### src/rtl/iexu_issue_scheduler.sv
// Integer-unit issue stage: result-bus reservation table plus divider busy tracking (optional IEXU_STALL_COUNTER_EN adds stall_count_o).
// One-cycle issue latency; issue_ready_o drops combinationally when the target unit's result slot or the divider is busy.
package iexu_issue_pkg;

  typedef struct packed {
    logic [31:0] pc;
    logic [7:0]  tag;
  } instr_packet_t;

  typedef struct packed {
    logic [4:0] opc;
    logic       sub;
    logic       sgn;
  } iexu_uop_t;

  localparam logic [3:0] UNIT_ALU = 4'b0001;
  localparam logic [3:0] UNIT_BMU = 4'b0010;
  localparam logic [3:0] UNIT_MUL = 4'b0100;
  localparam logic [3:0] UNIT_DIV = 4'b1000;

endpackage

module iexu_issue_scheduler
  import iexu_issue_pkg::*;
#(
  parameter int MUL_LATENCY = 4,
  parameter int DIV_LATENCY = 34,
  parameter int DEPTH       = DIV_LATENCY + 2
) (
  input  logic          clk_i,
  input  logic          rst_n_i,
  input  logic          clk_en_i,
  input  logic          flush_i,
  input  logic          issue_valid_i,
  input  logic [3:0]    issue_unit_i,
  output logic          issue_ready_o,
  input  instr_packet_t ipacket_i,
  input  iexu_uop_t     operation_i,
  input  logic [31:0]   operand_1_i,
  input  logic [31:0]   operand_2_i,
  input  logic          div_idle_i,
  output instr_packet_t ipacket_o,
  output iexu_uop_t     operation_o,
  output logic [31:0]   operand_1_o,
  output logic [31:0]   operand_2_o,
  output logic [3:0]    data_valid_o,
  output logic          stall_o
`ifdef IEXU_STALL_COUNTER_EN
  ,
  output logic [31:0]   stall_count_o
`endif
);

  localparam int CNT_W = $clog2(DIV_LATENCY + 2);

  logic [DEPTH-1:0] res_q;
  logic [CNT_W-1:0] div_cnt_q;
  logic [DEPTH-1:0] slot_mask;
  logic [DEPTH-1:0] grant_mask;
  logic             unit_onehot;
  logic             unit_ok;
  logic             grant;

  assign unit_onehot = (issue_unit_i != 4'd0) &&
                       ((issue_unit_i & (issue_unit_i - 4'd1)) == 4'd0);

  // Slot checked is latency+1: the op reaches the integer unit one cycle after the grant.
  always_comb begin
    slot_mask = '0;
    unit_ok   = 1'b1;
    case (issue_unit_i)
      UNIT_ALU: slot_mask = DEPTH'(1) << 1;
      UNIT_BMU: slot_mask = DEPTH'(1) << 2;
      UNIT_MUL: slot_mask = DEPTH'(1) << (MUL_LATENCY + 1);
      UNIT_DIV: begin
        slot_mask = DEPTH'(1) << (DIV_LATENCY + 1);
        unit_ok   = div_idle_i && (div_cnt_q == '0);
      end
      default: unit_ok = 1'b0;
    endcase
  end

  assign grant         = issue_valid_i && clk_en_i && !flush_i && unit_onehot &&
                         unit_ok && ((res_q & slot_mask) == '0);
  assign grant_mask    = grant ? slot_mask : '0;
  assign issue_ready_o = grant;
  assign stall_o       = issue_valid_i && !issue_ready_o;

  always_ff @(posedge clk_i or negedge rst_n_i) begin
    if (!rst_n_i) begin
      res_q        <= '0;
      div_cnt_q    <= '0;
      data_valid_o <= 4'd0;
    end else if (clk_en_i) begin
      // Reservations keep shifting under flush: the units still finish in-flight work.
      res_q        <= (res_q | grant_mask) >> 1;
      data_valid_o <= grant ? issue_unit_i : 4'd0;
      if (grant && (issue_unit_i == UNIT_DIV)) begin
        div_cnt_q <= CNT_W'(DIV_LATENCY + 1);
      end else if (div_cnt_q != '0) begin
        div_cnt_q <= div_cnt_q - CNT_W'(1);
      end
    end
  end

  always_ff @(posedge clk_i or negedge rst_n_i) begin
    if (!rst_n_i) begin
      ipacket_o   <= '0;
      operation_o <= '0;
      operand_1_o <= 32'd0;
      operand_2_o <= 32'd0;
    end else if (grant) begin
      ipacket_o   <= ipacket_i;
      operation_o <= operation_i;
      operand_1_o <= operand_1_i;
      operand_2_o <= operand_2_i;
    end
  end

`ifdef IEXU_STALL_COUNTER_EN
  always_ff @(posedge clk_i or negedge rst_n_i) begin
    if (!rst_n_i) begin
      stall_count_o <= 32'd0;
    end else if (clk_en_i) begin
      if (flush_i) begin
        stall_count_o <= 32'd0;
      end else if (stall_o && (stall_count_o != 32'hFFFF_FFFF)) begin
        stall_count_o <= stall_count_o + 32'd1;
      end
    end
  end
`endif

endmodule
### config.mk
export PLATFORM = sky130hd
export DESIGN_NAME = iexu_issue_scheduler
export DESIGN_NICKNAME = d
export VERILOG_FILES = /design/src/rtl/iexu_issue_scheduler.sv
export SDC_FILE = /design/constraint.sdc
export NUM_CORES = 1
export LEC_CHECK = 0
export ABC_CLOCK_PERIOD_IN_PS = 7720
export BUFFER_PORTS_ARGS = -buffer_cell sky130_fd_sc_hd__buf_2
export CORE_UTILIZATION = 30
export CTS_CLUSTER_SIZE = 10
export DETAILED_ROUTE_END_ITERATION = 10
export GPL_ROUTABILITY_DRIVEN = 1
export SKIP_CTS_REPAIR_TIMING = 1
export SLEW_MARGIN = 10
export SYNTH_ARGS = -nofsm -noshare
export SYNTH_HDL_FRONTEND = slang
export SYNTH_SLANG_ARGS = --single-unit
### constraint.sdc
create_clock -name clk_i -period 7.72 [get_ports clk_i]
set_input_delay 1.544 -clock clk_i [delete_from_list [all_inputs] [get_ports clk_i]]
set_output_delay 1.544 -clock clk_i [all_outputs]
set_load 0.005 [all_outputs]
==> results.md <==
Status:
- The flow ran to the end, and the final reports show no timing, DRC or antenna violations.

Worst setup path:
- The critical path goes through buf_2 -> nand4b_1 -> a211o_1 -> a311o_2 -> and2_1 -> buf_2.
- The endpoint required time on the critical path is a little over 6 ns.
- The cell occurring most often along the worst timing path is buf_2.
- The critical path starts at clk_en_i.
- The largest stage delay on the critical path is between 0.7 and 0.8 ns.
- For the worst setup path, the data arrival time is ~4 ns.
- The worst setup path is launched from an input port.
- The startpoint-to-endpoint class of the critical path is input port to primary output.
- Measured in cells, the most critical reg-to-reg path has a length of 8.
- The maximum net fanout on the critical path is between 40 and 50.
- The startpoint identified for the worst register-to-register timing path is div_cnt_q[0]$_DFFE_PN0P_.
- The library cell contributing the largest single delay on the critical path is a311o_2.
- The type of element capturing the critical path is a primary output.

Global routing:
- The via count of the first global-routing pass is 4100.
- For this run, the total global-route usage over all layers was measured as about an eighth.
- The total congestion overflow after global routing is 0.
- The initial antenna violation count was 0.
- The first global-routing pass estimated about 22000 um of wire.
- Entering global routing, the biggest net connects between 80 and 90 pins.

CTS:
- At the later pin of the worst-skew pair, clock insertion delay measures 0.41 ns.
- TritonCTS built the clock tree.
- The clock passes through at most 2 buffers.
- Clock-pin slew was measured on the worst setup and hold paths at around 0.06 ns.
- Counting every sink on the clock net gives 155.
- The root buffer selected by CTS is clkbuf_16.
- The H-tree generated during clock tree synthesis spans 4 levels.
- In this run, CTS created clock tree buffers numbering 17.

Synth:
- The top cell type by total area after synthesis is dfrtp_1.
- The number of flops mapped to enable cells by yosys is 0.
- By area the synthesized netlist is led by dfrtp_1 63%, mux2_2 17%, mux2_4 11%.
- The total nets after synthesis is roughly 500.
- The most repeated cell in the gate-level netlist after synthesis is dfrtp_1.
- Summing every instance area after synthesis gives 6190 um2.
- The most used flip-flop cell after synthesis is dfrtp_1.
- The average cell area after synthesis is about 16 um2.
- The number of unique standard cell types used by synthesis is 33.
- After technology mapping, the gate count stands at roughly 380.
- After synthesis, the most frequently instantiated cells are 155 x dfrtp_1, 95 x mux2_2, 46 x mux2_4.
- In this run, synthesis produced a sequential element count of 155.
- The number of warning messages in the yosys log is 0.
- The share of the Yosys chip area taken by registers is between 60% and 70%.
- For this run, asynchronously set or reset flops after synthesis account for 100%.
- The synthesized design devotes to its leading area cell type between 60 and 70% of total area.

STA:
- The number of hold violations in the final report came to 0.
- At the pin with the least slew margin, the transition time is 1.17 ns.
- Dividing the final minimum period by the clock period gives a little under three quarters.
- Between clock sinks in the finished design, the worst skew comes to between 0.007 and 0.008 ns.
- The time the worst path needs with I/O delays and setup is approximately 5.5 ns.
- Setup repair after global routing left no endpoint under its margin.
- The final-layout setup total negative slack is 0 ns.
- The maximum operating frequency is roughly 180 MHz.
- The relative slew slack is 22.0%.
- Setup violations remaining at the end of the flow were counted as 0.
- The number of pins with negative max-slew slack in the final report came to 0.
- The worst hold slack is slightly below 0.5 ns.

Route:
- The antenna violation net count after detailed routing is 0.
- In the routed layout, each cell is associated on average with a via count of 4.36.
- The post-detailed-route DRC marker count is 0.
- The pre-antenna-repair detailed-routing pass consisted of 4 iterations.
- The total number of vias is roughly 4k.
- The detailed router finished its first iteration with roughly 120 violations.
- The routed design has roughly 13000 um of wire.
- The detail-routed net length per standard cell is around 15 um.

Final layout:
- The layout overhead on the synthesized area is 31.7%.
- The net count of the finished layout is between 700 and 800.
- Measured on the finished design, the core utilization comes to between 40% and 50%.
- The post-route netlist has roughly two thirds of its cells at a drive strength greater than 1.
- The number of antenna diodes in the final layout is 0.
- The filler-free cell count of the finished design is 901.

Job:
- The tool flagged a number of max-cap violations equal to 0.

Power:
- The sequential fraction of design power is between 40% and 50%.
- The overall power consumption is ~0.0022 W.
- The leakage power figure is approximately 4.6 nW.
- The cell internal power dissipation is 0.00165 W.
- IR analysis of the VDD net gives a maximum drop of ~0.00012 V.
- The clock network burns between 30% and 40% of the power.
- Summed over all nets, the switching power comes to ~0.00053 W.
- Dividing total power by cell area gives a power density of 267 nW/um2.
- Net switching is between 20% and 30% of the power.
- Of the total power, combinational logic draws 16.2%.

Floorplanning:
- The die extent in x is roughly 150 um.
- The initial utilization of the core area, before any placement, comes to 30.6%.
- The site row count is between 50 and 60.
- The die area is ~21000 um2.
- The die span in y is about 150 um.
- The I/O pin count is between 200 and 250.
- The floorplan step defined a core boundary enclosing 20200 um2.

Hold path:
- The path category of the worst min-delay check is register to register.
- The hold path depth is 2.
- In this run the most critical hold path is launched from res_q[3]$_DFFE_PN0P_.

Place:
- The HPWL after detailed placement is around 9400 um.
- The number of placed instances with taps included is between 800 and 900.
- Routability-driven placement finished with a final weighted congestion of roughly 0.8.
- During placement, the flow inserted port buffers numbering between 200 and 250.
==> final timing paths <==
check	end	slack [ns]
worst max-delay path	stall_o	2.21
max in group asynchronous	operand_2_o[29]$_DFFE_PN0P_	5.11
worst min register to register	res_q[2]$_DFFE_PN0P_	0.48
min in group asynchronous	operation_o[4]$_DFFE_PN0P_	1.14
worst min-delay path	res_q[2]$_DFFE_PN0P_	0.48
worst max register to register	operand_1_o[29]$_DFFE_PN0P_	4.17
==> flip-flops by register name (all words and copies together), names as in the netlist <==
register / cells
data_valid_o: 4
res_q: 34
ipacket_o: 40
operation_o: 7
operand_1_o: 32
operand_2_o: 32
div_cnt_q: 6
==> critical path, delay by kind of cell <==
kind / cells / cell delay [ns]
compound gates: 2 / 1.02
simple gates: 2 / 0.59
buf+inv: 2 / 0.80
==> stage by stage <==
step                      worst slack [ns]  instance area [um2]
after CTS                             2.20                 8150
after global placement                2.33                 7570
final                                 2.21                 8150
after detailed placement              2.19                 7570
after floorplan                       3.17                 6190
after global routing                  2.06                 8150
==> power by group through the flow <==
stage	logic, W	clock network (W)	registers, W
after global routing	0.000389	0.000883	0.00103
final	0.000354	0.000816	0.00101
after floorplan	0.000172	0	0.00102
after CTS	0.000361	0.000848	0.00101
after detailed placement	0.000359	0	0.00102
after global placement	0.000349	0	0.00102
==> layout by cell type (no fill, tap or decap), types with 6 or more instances in the layout <==
cell | Yosys | final
mux2_4 | 46 | 46
clkbuf_16 | 0 | 17
o21ai_0 | 6 | 6
inv_1 | 11 | 11
buf_2 | 6 | 236
dfrtp_1 | 155 | 155
mux2_2 | 95 | 95
nand2_1 | 10 | 10
==> final cells by class <==
cell class / instances / area [um2]
Clock inverter: 9 / 114
Fill cell: 1907 / 12100
Clock buffer: 23 / 468
Inverter: 11 / 41.3
Timing Repair Buffer: 239 / 1210
Tap cell: 270 / 338
Sequential cell: 155 / 3880
Multi-Input combinational cell: 194 / 2100
==> per-layer routing <==
| layer | vias up | wire length [um] | track usage, % | share of wire (%) |
|---|---|---|---|---|
| li1 | 1807 | - | - | - |
| met1 | 1933 | 5650 | 15.5 | 43 |
| met2 | 174 | 6470 | 21.7 | 49 |
| met3 | 15 | 844 | 4.20 | 6.4 |
| met4 | 0 | 180 | 4.53 | 1.4 |
| met5 | - | 0 | 0 | 0 |
==> kinds of logic after synthesis <==
kind of cell	after synthesis	synth area share, %
AND/OR/NAND/NOR	29	2.65
flip-flops	155	62.7
adder cells (fa/ha/maj)	2	0.404
XOR/XNOR	4	0.566
AO/OA/AOI/OAI	17	1.74
multiplexers	142	28.6
buffers and inverters	29	3.36
Power figures use the tool's default switching activity.
